==> config.mk <==
export PLATFORM = sky130hd
export DESIGN_NAME = arm_regfile
export DESIGN_NICKNAME = d
export VERILOG_FILES = /design/src/rtl/arm_regfile_pkg.sv /design/src/rtl/regfile_read_port.sv /design/src/rtl/arm_regfile.sv
export SDC_FILE = /design/constraint.sdc
export NUM_CORES = 2
export LEC_CHECK = 0
export ABC_CLOCK_PERIOD_IN_PS = 5770
export BUFFER_PORTS_ARGS = -buffer_cell sky130_fd_sc_hd__buf_2
export CAP_MARGIN = 20
export CORE_MARGIN = 2
export CORE_UTILIZATION = 50
export DETAILED_ROUTE_END_ITERATION = 12
export GPL_TIMING_DRIVEN = 0
export PLACE_DENSITY = 0.68
export SYNTH_ARGS = -nofsm -noshare
export SYNTH_HDL_FRONTEND = slang
export SYNTH_SLANG_ARGS = --single-unit
==> constraint.sdc <==
create_clock -name clk -period 5.77 [get_ports clk]
set_input_delay 0.8655 -clock clk [delete_from_list [all_inputs] [get_ports clk]]
set_output_delay 0.8655 -clock clk [all_outputs]
set_load 0.01 [all_outputs]
==> src/rtl/arm_regfile_pkg.sv <==
// Shared defaults, word types and the PC-index helper for the arm_regfile slice.
// Optional same-edge read bypass is enabled with the ARM_REGFILE_BYPASS_EN macro.
package arm_regfile_pkg;

  localparam int DEFAULT_DATA_W      = 32;
  localparam int DEFAULT_NUM_REGS    = 16;
  localparam int DEFAULT_ADDR_W      = $clog2(DEFAULT_NUM_REGS);
  localparam int DEFAULT_PC_STEP     = 4;
  localparam int DEFAULT_PC_READ_OFS = 8;

  typedef logic [DEFAULT_ADDR_W-1:0] reg_addr_t;
  typedef logic [DEFAULT_DATA_W-1:0] reg_data_t;

  // The PC always lives at the highest register index.
  function automatic int pc_idx(input int num_regs);
    return num_regs - 1;
  endfunction

endpackage

==> src/rtl/regfile_read_port.sv <==
// One registered read port: address decode, PC read offset and output register.
// With ARM_REGFILE_BYPASS_EN defined it reads the post-write (next-state) view.
module regfile_read_port
  import arm_regfile_pkg::*;
#(
  parameter int DATA_W      = DEFAULT_DATA_W,
  parameter int NUM_REGS    = DEFAULT_NUM_REGS,
  parameter int ADDR_W      = $clog2(NUM_REGS),
  parameter int PC_READ_OFS = DEFAULT_PC_READ_OFS
) (
  input  logic                             clk,
  input  logic                             reset,
  input  logic [ADDR_W-1:0]                rd_addr,
  input  logic [NUM_REGS-1:0][DATA_W-1:0]  regs_q,
`ifdef ARM_REGFILE_BYPASS_EN
  input  logic [NUM_REGS-1:0][DATA_W-1:0]  regs_d,
`endif
  output logic [DATA_W-1:0]                rd_data
);

  localparam int                PC_IDX     = pc_idx(NUM_REGS);
  localparam logic [ADDR_W:0]   NUM_REGS_W = (ADDR_W+1)'(NUM_REGS);
  localparam logic [ADDR_W-1:0] PC_ADDR    = ADDR_W'(PC_IDX);

  logic [NUM_REGS-1:0][DATA_W-1:0] src;
  logic [DATA_W-1:0]               rd_next;

`ifdef ARM_REGFILE_BYPASS_EN
  assign src = regs_d;
`else
  assign src = regs_q;
`endif

  // Addresses past the last register (non-power-of-two NUM_REGS) read as zero.
  always_comb begin
    rd_next = '0;
    if ({1'b0, rd_addr} < NUM_REGS_W) begin
      rd_next = src[rd_addr];
      if (rd_addr == PC_ADDR) begin
        rd_next = rd_next + DATA_W'(PC_READ_OFS);
      end
    end
  end

  always_ff @(posedge clk or negedge reset) begin
    if (!reset) begin
      rd_data <= '0;
    end else begin
      rd_data <= rd_next;
    end
  end

endmodule

==> src/rtl/arm_regfile.sv <==
// ARM-style register file: general registers plus PC at the top index, two
// registered read ports, two write ports. Bypass selected by ARM_REGFILE_BYPASS_EN.
module arm_regfile
  import arm_regfile_pkg::*;
#(
  parameter int DATA_W      = DEFAULT_DATA_W,
  parameter int NUM_REGS    = DEFAULT_NUM_REGS,
  parameter int ADDR_W      = $clog2(NUM_REGS),
  parameter int PC_STEP     = DEFAULT_PC_STEP,
  parameter int PC_READ_OFS = DEFAULT_PC_READ_OFS
) (
  input  logic              clk,
  input  logic              reset,
  input  logic [ADDR_W-1:0] rd_addr_a,
  input  logic [ADDR_W-1:0] rd_addr_b,
  output logic [DATA_W-1:0] rd_data_a,
  output logic [DATA_W-1:0] rd_data_b,
  input  logic              wr0_en,
  input  logic [ADDR_W-1:0] wr0_addr,
  input  logic [DATA_W-1:0] wr0_data,
  input  logic              wr1_en,
  input  logic [ADDR_W-1:0] wr1_addr,
  input  logic [DATA_W-1:0] wr1_data,
  input  logic              pc_load,
  input  logic [DATA_W-1:0] pc_in,
  input  logic              pc_step,
  output logic [DATA_W-1:0] pc_out
);

  localparam int                PC_IDX  = pc_idx(NUM_REGS);
  localparam logic [ADDR_W-1:0] PC_ADDR = ADDR_W'(PC_IDX);

  // Index PC_IDX of both views holds the PC; the rest are general registers.
  logic [NUM_REGS-1:0][DATA_W-1:0] regs_q;
  logic [NUM_REGS-1:0][DATA_W-1:0] regs_d;

  logic wr0_pc;
  logic wr1_pc;

  assign wr0_pc = wr0_en && (wr0_addr == PC_ADDR);
  assign wr1_pc = wr1_en && (wr1_addr == PC_ADDR);

  // NOTE: combinational next-state uses blocking '=' with a full default first,
  // so later statements override earlier ones and no latch is inferred.
  always_comb begin
    regs_d = regs_q;

    // wr1 is applied first so a same-address wr0 overrides it.
    for (int i = 0; i < PC_IDX; i++) begin
      if (wr1_en && (wr1_addr == ADDR_W'(i))) begin
        regs_d[i] = wr1_data;
      end
      if (wr0_en && (wr0_addr == ADDR_W'(i))) begin
        regs_d[i] = wr0_data;
      end
    end

    // PC priority: branch load, then explicit writes, then sequential step.
    if (pc_load) begin
      regs_d[PC_IDX] = pc_in;
    end else if (wr0_pc) begin
      regs_d[PC_IDX] = wr0_data;
    end else if (wr1_pc) begin
      regs_d[PC_IDX] = wr1_data;
    end else if (pc_step) begin
      regs_d[PC_IDX] = regs_q[PC_IDX] + DATA_W'(PC_STEP);
    end
  end

  // NOTE: the whole array is reset because every register must read zero after
  // reset; sequential state is updated with non-blocking '<=' only.
  always_ff @(posedge clk or negedge reset) begin
    if (!reset) begin
      regs_q <= '0;
    end else begin
      regs_q <= regs_d;
    end
  end

  assign pc_out = regs_q[PC_IDX];

  regfile_read_port #(
    .DATA_W      (DATA_W),
    .NUM_REGS    (NUM_REGS),
    .ADDR_W      (ADDR_W),
    .PC_READ_OFS (PC_READ_OFS)
  ) u_read_a (
    .clk     (clk),
    .reset   (reset),
    .rd_addr (rd_addr_a),
    .regs_q  (regs_q),
`ifdef ARM_REGFILE_BYPASS_EN
    .regs_d  (regs_d),
`endif
    .rd_data (rd_data_a)
  );

  regfile_read_port #(
    .DATA_W      (DATA_W),
    .NUM_REGS    (NUM_REGS),
    .ADDR_W      (ADDR_W),
    .PC_READ_OFS (PC_READ_OFS)
  ) u_read_b (
    .clk     (clk),
    .reset   (reset),
    .rd_addr (rd_addr_b),
    .regs_q  (regs_q),
`ifdef ARM_REGFILE_BYPASS_EN
    .regs_d  (regs_d),
`endif
    .rd_data (rd_data_b)
  );

endmodule

**Word-level counts from Yosys, hierarchy flattened**

Index checks and enable logic that the tools add are counted.

- Muxes and demuxes: 40
- Eq/ne operators: 32
- Order comparisons: 2
- Add/subtract/negate cells: 3
- Reduce and logical (&&, ||, !) cells: 50

Operator list:

| cell | count |
|---|---|
| two-way mux 32 bit | 38 |
| binary-select mux 32 bit (select 4 bit) | 2 |
| == test 4 bit, second input constant | 18 |
| adder 32 x 4 -> 32 bit, second input constant | 2 |
| adder 32 x 3 -> 32 bit, second input constant | 1 |
| == test 4 x 3 -> 1 bit, second input constant | 8 |
| logical AND 1 bit | 32 |
| nonzero test 2 bit | 15 |
| == test 4 x 2 -> 1 bit, second input constant | 4 |
| < comparator 4 x 5 -> 1 bit, second input constant | 2 |
| == test 4 x 1 -> 1 bit, second input constant | 2 |
| logical NOT 4 bit | 2 |
| nonzero test 4 bit | 1 |

- Output and inout port bits: 96
- Bits in registers: 576
- Input port bits: 118

**Depth between registers and ports, before layout**

- Depth in word-level cells: 5
- Mapped depth: 19
- Depth with buffers taken out: 10

**Hierarchy**

A second synthesis with hierarchy kept.

- Cells, all modules: 3468
- Area, all modules: 36625.1 sq um

Modules (own cells, without submodules):

| module | instances | cells an instance | area an instance (sq um) |
|---|---|---|---|
| arm_regfile | 1 | 2598 | 25394.4 |
| regfile_read_port | 2 | 435 | 5615.4 |

**Least setup slack after synthesis**

OpenSTA, ideal clock, no wires.

- Path kind: input -> register
- From: input rd_addr_b[1]
- To: register u_read_b.rd_data[31]
- Buffers on the path: 8
- Required time: 5691 ps
- Arrival: 4769 ps
- Setup time: 79 ps
- Setup slack: 921 ps
- Stages on the path: 17
- Path through: buf_2 > buf_2 > buf_1 > buf_2 > clkbuf_1 > clkbuf_1 > nand2_1 > and3_1 > a21oi_1 > ha_1 > nand3_1 > or4_1 > clkbuf_1 > or4b_1 > clkbuf_1 > nor4_1 > xor2_1

- Longest elaborated chain between the ends: 4

RTL lines:

| what | line | text |
|---|---|---|
| start: declaration | arm_regfile.sv:15 | `input logic [ADDR_W-1:0] rd_addr_b,` |
| binary-select mux 32 bit (select 4 bit) | regfile_read_port.sv:38 | `rd_next = src[rd_addr];` |
| two-way mux 32 bit (not written as such) | regfile_read_port.sv:38 |  |
| adder 32 x 4 -> 32 bit | regfile_read_port.sv:40 | `rd_next = rd_next + DATA_W'(PC_READ_OFS);` |
| two-way mux 32 bit * | regfile_read_port.sv:39 | `if (rd_addr == PC_ADDR) begin` |
| net u_read_b.rd_next[31] | regfile_read_port.sv:26 | `logic [DATA_W-1:0] rd_next;` |
| end signal: assignment | regfile_read_port.sv:49 | `rd_data <= rd_next;` |
| end: declaration | regfile_read_port.sv:18 | `output logic [DATA_W-1:0] rd_data` |

Mark *: on every way through the listed nets, which the timed path passes. The rest lies on a longest branch. The select of a mux whose other input is x is not followed.
A chain may end at the register's enable or synchronous reset.

**Worst setup path after layout**

- From: input rd_addr_b[2]
- To: register u_read_b.rd_data[31]

The elaborated chain is that of the path after synthesis.

==> impl_metrics.csv <==
group,metric,value,unit
sta,rsz0062_at_grt,"false",
clock_tree,cts_sinks,576,
clock_tree,clk_pin_slew,70,ps
die,core,71400,um2
placed_design,dpl.cell_count,4526,
routing,drt-initial-drc-count,5603,
critical_path,reg2reg_depth,13,
power,leakagePower,17.1,nW
cells_and_area,fin_nets,3780,
run,cap_viol_max_count,0,
cells_and_area,seq_area,14400,um2
critical_path,critPathMaxFanout,10,
sta,fmax,173,MHz
power,p_per_area,346,nW/um2
die,die_area,74200,um2
clock_tree,post-cts-setup-buffers,0,
synthesis,yosysSeqAreaShare,40.0,%
global_routing,overflow,0,
sta,fin_crit_sh,100,%
outcome,violations,"negative setup slack",
routing,vias,32700,
clock_tree,clk_latency,630,ps
cells_and_area,layout_commonest_cell,"dfrtp_1",
critical_path,path_cells,"buf_2 > buf_4 > buf_2 > buf_2 > clkbuf_4 > clkbuf_2 > buf_8 > mux2i_1 > a21oi_1 > ha_1 > nand3_1 > or4_1 > clkbuf_1 > or4b_1 > clkbuf_1 > nor4_1 > xor2_1",
critical_path,cp-start-kind,"primary input",
clock_tree,cts_max_level,3,
critical_path,crit_required,6310,ps
sta,worst_slew_pin_slew,1370,ps
synthesis,ys.warnings.count,0,
critical_path,slowest_stage,"or4b_1",
clock_tree,numCtsBuffers,67,
clock_tree,cts_tree,"yes",
sta,finalSetupViolations,1,
critical_path,max_stage_delay,620,ps
synthesis,yosys_register_bits,576,
global_routing,antenna_found_initial,8,
routing,routedWlPerCell,34.4,um
outcome,status,"complete, but fails checks",
placed_design,gp_congestion,0.992,
routing,viasPerCell,7.01,
synthesis,ys.flop_type,"dfrtp_1",
synthesis,yosysUniqueCellTypes,77,
routing,ant_nets,0,
routing,drc_errors,0,
cells_and_area,fin_cells,4658,
synthesis,syn_area_per_cell,10.7,um2
synthesis,synth_nets,3494,
sta,clock-skew-final,33.2,ps
die,fp.dieH,272,um
global_routing,grt_pass1_wl,225,mm
synthesis,syn_area,36000,um2
routing,wirelength,160,mm
cells_and_area,num-fill-cells,6248,
synthesis,syn_inst,3373,
sta,maxSlewViolCount,0,
cells_and_area,drive_gt1_share,18.6,%
sta,finalWorstSetupSlack,-2.92,ps
placed_design,numPortBuffers,179,
routing,dr.pass1.iters,9,
cells_and_area,multiInputGateArea,19600,um2
die,num_rows,98,
global_routing,grt_pass1_vias,31000,
die,pin_count,214,
critical_path,critPathKind,"primary input to register",
clock_tree,cts-root-buf,"clkbuf_16",
clock_tree,clock_tree.buffer_depth,3,
sta,maxSlewHeadroom,8.77,%
global_routing,grt_max_degree,118,
cells_and_area,final_core_util,57.4,%
global_routing,grt_use_total,42.8,%
synthesis,synth-async-reset-ratio,100,%
critical_path,arrival,6320,ps
clock_tree,postCtsHoldBufs,0,
placed_design,hpwl,110,mm
cells_and_area,area_delta_synth_final,13.7,%
sta,period_needed,5770,ps
cells_and_area,final_cell_mix,"576 x dfrtp_1, 544 x mux2i_1, 368 x nor2_1, 339 x a21oi_1, 272 x clkbuf_1",
die,die-width,272,um
critical_path,end_kind,"register",
die,start_util,50.5,%
critical_path,critical_path.most_common_cell,"buf_2",
min_path,hp-class,"primary input to asynchronous set/reset pin",
synthesis,synth_edf_count,0,
power,vdd_drop_max,292,uV
sta,hold_viol,0,
-- synthesized netlist by cell type (9+ instances only) --
| library cell | instances | area (um2) |
|---|---|---|
| clkbuf_1 | 258 | 968 |
| nor2b_1 | 12 | 75.1 |
| and3_1 | 11 | 68.8 |
| xnor2_1 | 55 | 482 |
| a211oi_1 | 14 | 105 |
| and2_1 | 15 | 93.8 |
| buf_4 | 41 | 308 |
| a21oi_1 | 339 | 1700 |
| nor4_1 | 14 | 87.6 |
| a22oi_1 | 19 | 143 |
| o21ai_0 | 228 | 1140 |
| or3_1 | 10 | 62.6 |
| buf_2 | 22 | 110 |
| nand4_1 | 9 | 56.3 |
| buf_6 | 17 | 191 |
| nand2_1 | 269 | 1010 |
| mux2_2 | 14 | 158 |
| buf_1 | 39 | 146 |
| xor2_1 | 27 | 236 |
| o311ai_0 | 10 | 87.6 |
| nor2_1 | 369 | 1390 |
| dfrtp_1 | 576 | 14400 |
| mux4_2 | 236 | 5320 |
| mux4_1 | 25 | 657 |
| a221oi_1 | 9 | 78.8 |
| o22ai_1 | 18 | 113 |
| mux2i_1 | 544 | 5450 |
| nor3_1 | 24 | 120 |
| inv_1 | 13 | 48.8 |
| nand3_1 | 25 | 125 |
-- path summary, 6_finish.rpt --
path | start | end | slack (ps)
min in group clk | pc_in[0] | pc_out[0]$_DFFE_PN0P_ | 480
max reg2reg | pc_out[4]$_DFFE_PN0P_ | u_read_b.rd_data[31]$_DFF_PN0_ | 1140
min | reset | regs_q[0]$_DFFE_PN0P_ | 170
min reg2reg | regs_q[157]$_DFFE_PN0P_ | regs_q[157]$_DFFE_PN0P_ | 600
max | rd_addr_b[2] | u_read_b.rd_data[31]$_DFF_PN0_ | -3
max in group asynchronous | reset | regs_q[370]$_DFFE_PN0P_ | 4040
-- area by class of cell --
class | instances | area share, %
Antenna cell | 5 | 0.0306
Buffer | 388 | 4.75
Clock buffer | 98 | 4.80
Clock inverter | 15 | 0.461
Inverter | 15 | 0.137
Multi-Input combinational cell | 2392 | 48.0
Sequential cell | 576 | 35.2
Tap cell | 950 | 2.90
Timing Repair Buffer | 219 | 3.76
-- power breakdown --
group / internal (mW) / switching [mW]
combinational: 1.93 / 1.94
sequential: 5.07 / 0.862
clock: 2.53 / 1.86
-- kinds of logic (layout without fill, tap and decap cells) --
kind of cell	count (synthesis)	in the layout	synth area share (%)
flops	576	576	40.0
xor+xnor	82	82	1.99
buf+inv	405	735	5.55
other cells	0	5	0
mux	822	822	32.3
simple gates	804	804	9.72
fa+ha+maj	3	3	0.104
compound gates	681	681	10.4
-- routing by layer --
metal / up-vias / global-route usage [%] / share of wire, %
met5: - / 1.73 / 0.19
met4: 10 / 28.0 / 7.5
met3: 694 / 20.0 / 16
met2: 3088 / 58.9 / 41
met1: 16000 / 53.5 / 35
li1: 12800 / - / -
-- state kept, by name (all words and copies together) (netlist names) --
signal and cells:
pc_out 32, regs_q 480, u_read_b.rd_data 32, u_read_a.rd_data 32
-- critical path: cells and delay by family --
| family | cells | cell delay [ps] |
|---|---|---|
| buffers and inverters | 9 | 2910 |
| AND/OR/NAND/NOR | 4 | 1710 |
| AO/OA/AOI/OAI | 1 | 280 |
| adder cells (fa/ha/maj) | 1 | 210 |
| XOR/XNOR | 1 | 190 |
| multiplexers | 1 | 90 |
-- metrics by stage --
| stage | hold WS [ps] | area, um2 | total power [mW] | setup slack (ps) | setup TNS [ps] |
|---|---|---|---|---|---|
| global route | 208 | 40900 | 14.6 | 11.3 | 0 |
| detailed placement | 583 | 38600 | 9.67 | -1910 | -20420 |
| CTS | 197 | 40700 | 14.0 | 15.1 | 0 |
| finish | 174 | 41000 | 14.2 | -2.92 | -2.92 |
| floorplan | 529 | 36000 | 8.29 | 921 | 0 |
| global placement | 566 | 38100 | 9.51 | -8870 | -5084230 |
-- what timing repair did --
action | in CTS | in global routing
pin swaps | 0 | 0
endpoints found under the hold margin | 0 | 0
gates resized for setup | 1 | 4
setup endpoints to repair | 10 | 8
(Power assumes the default switching activity.)
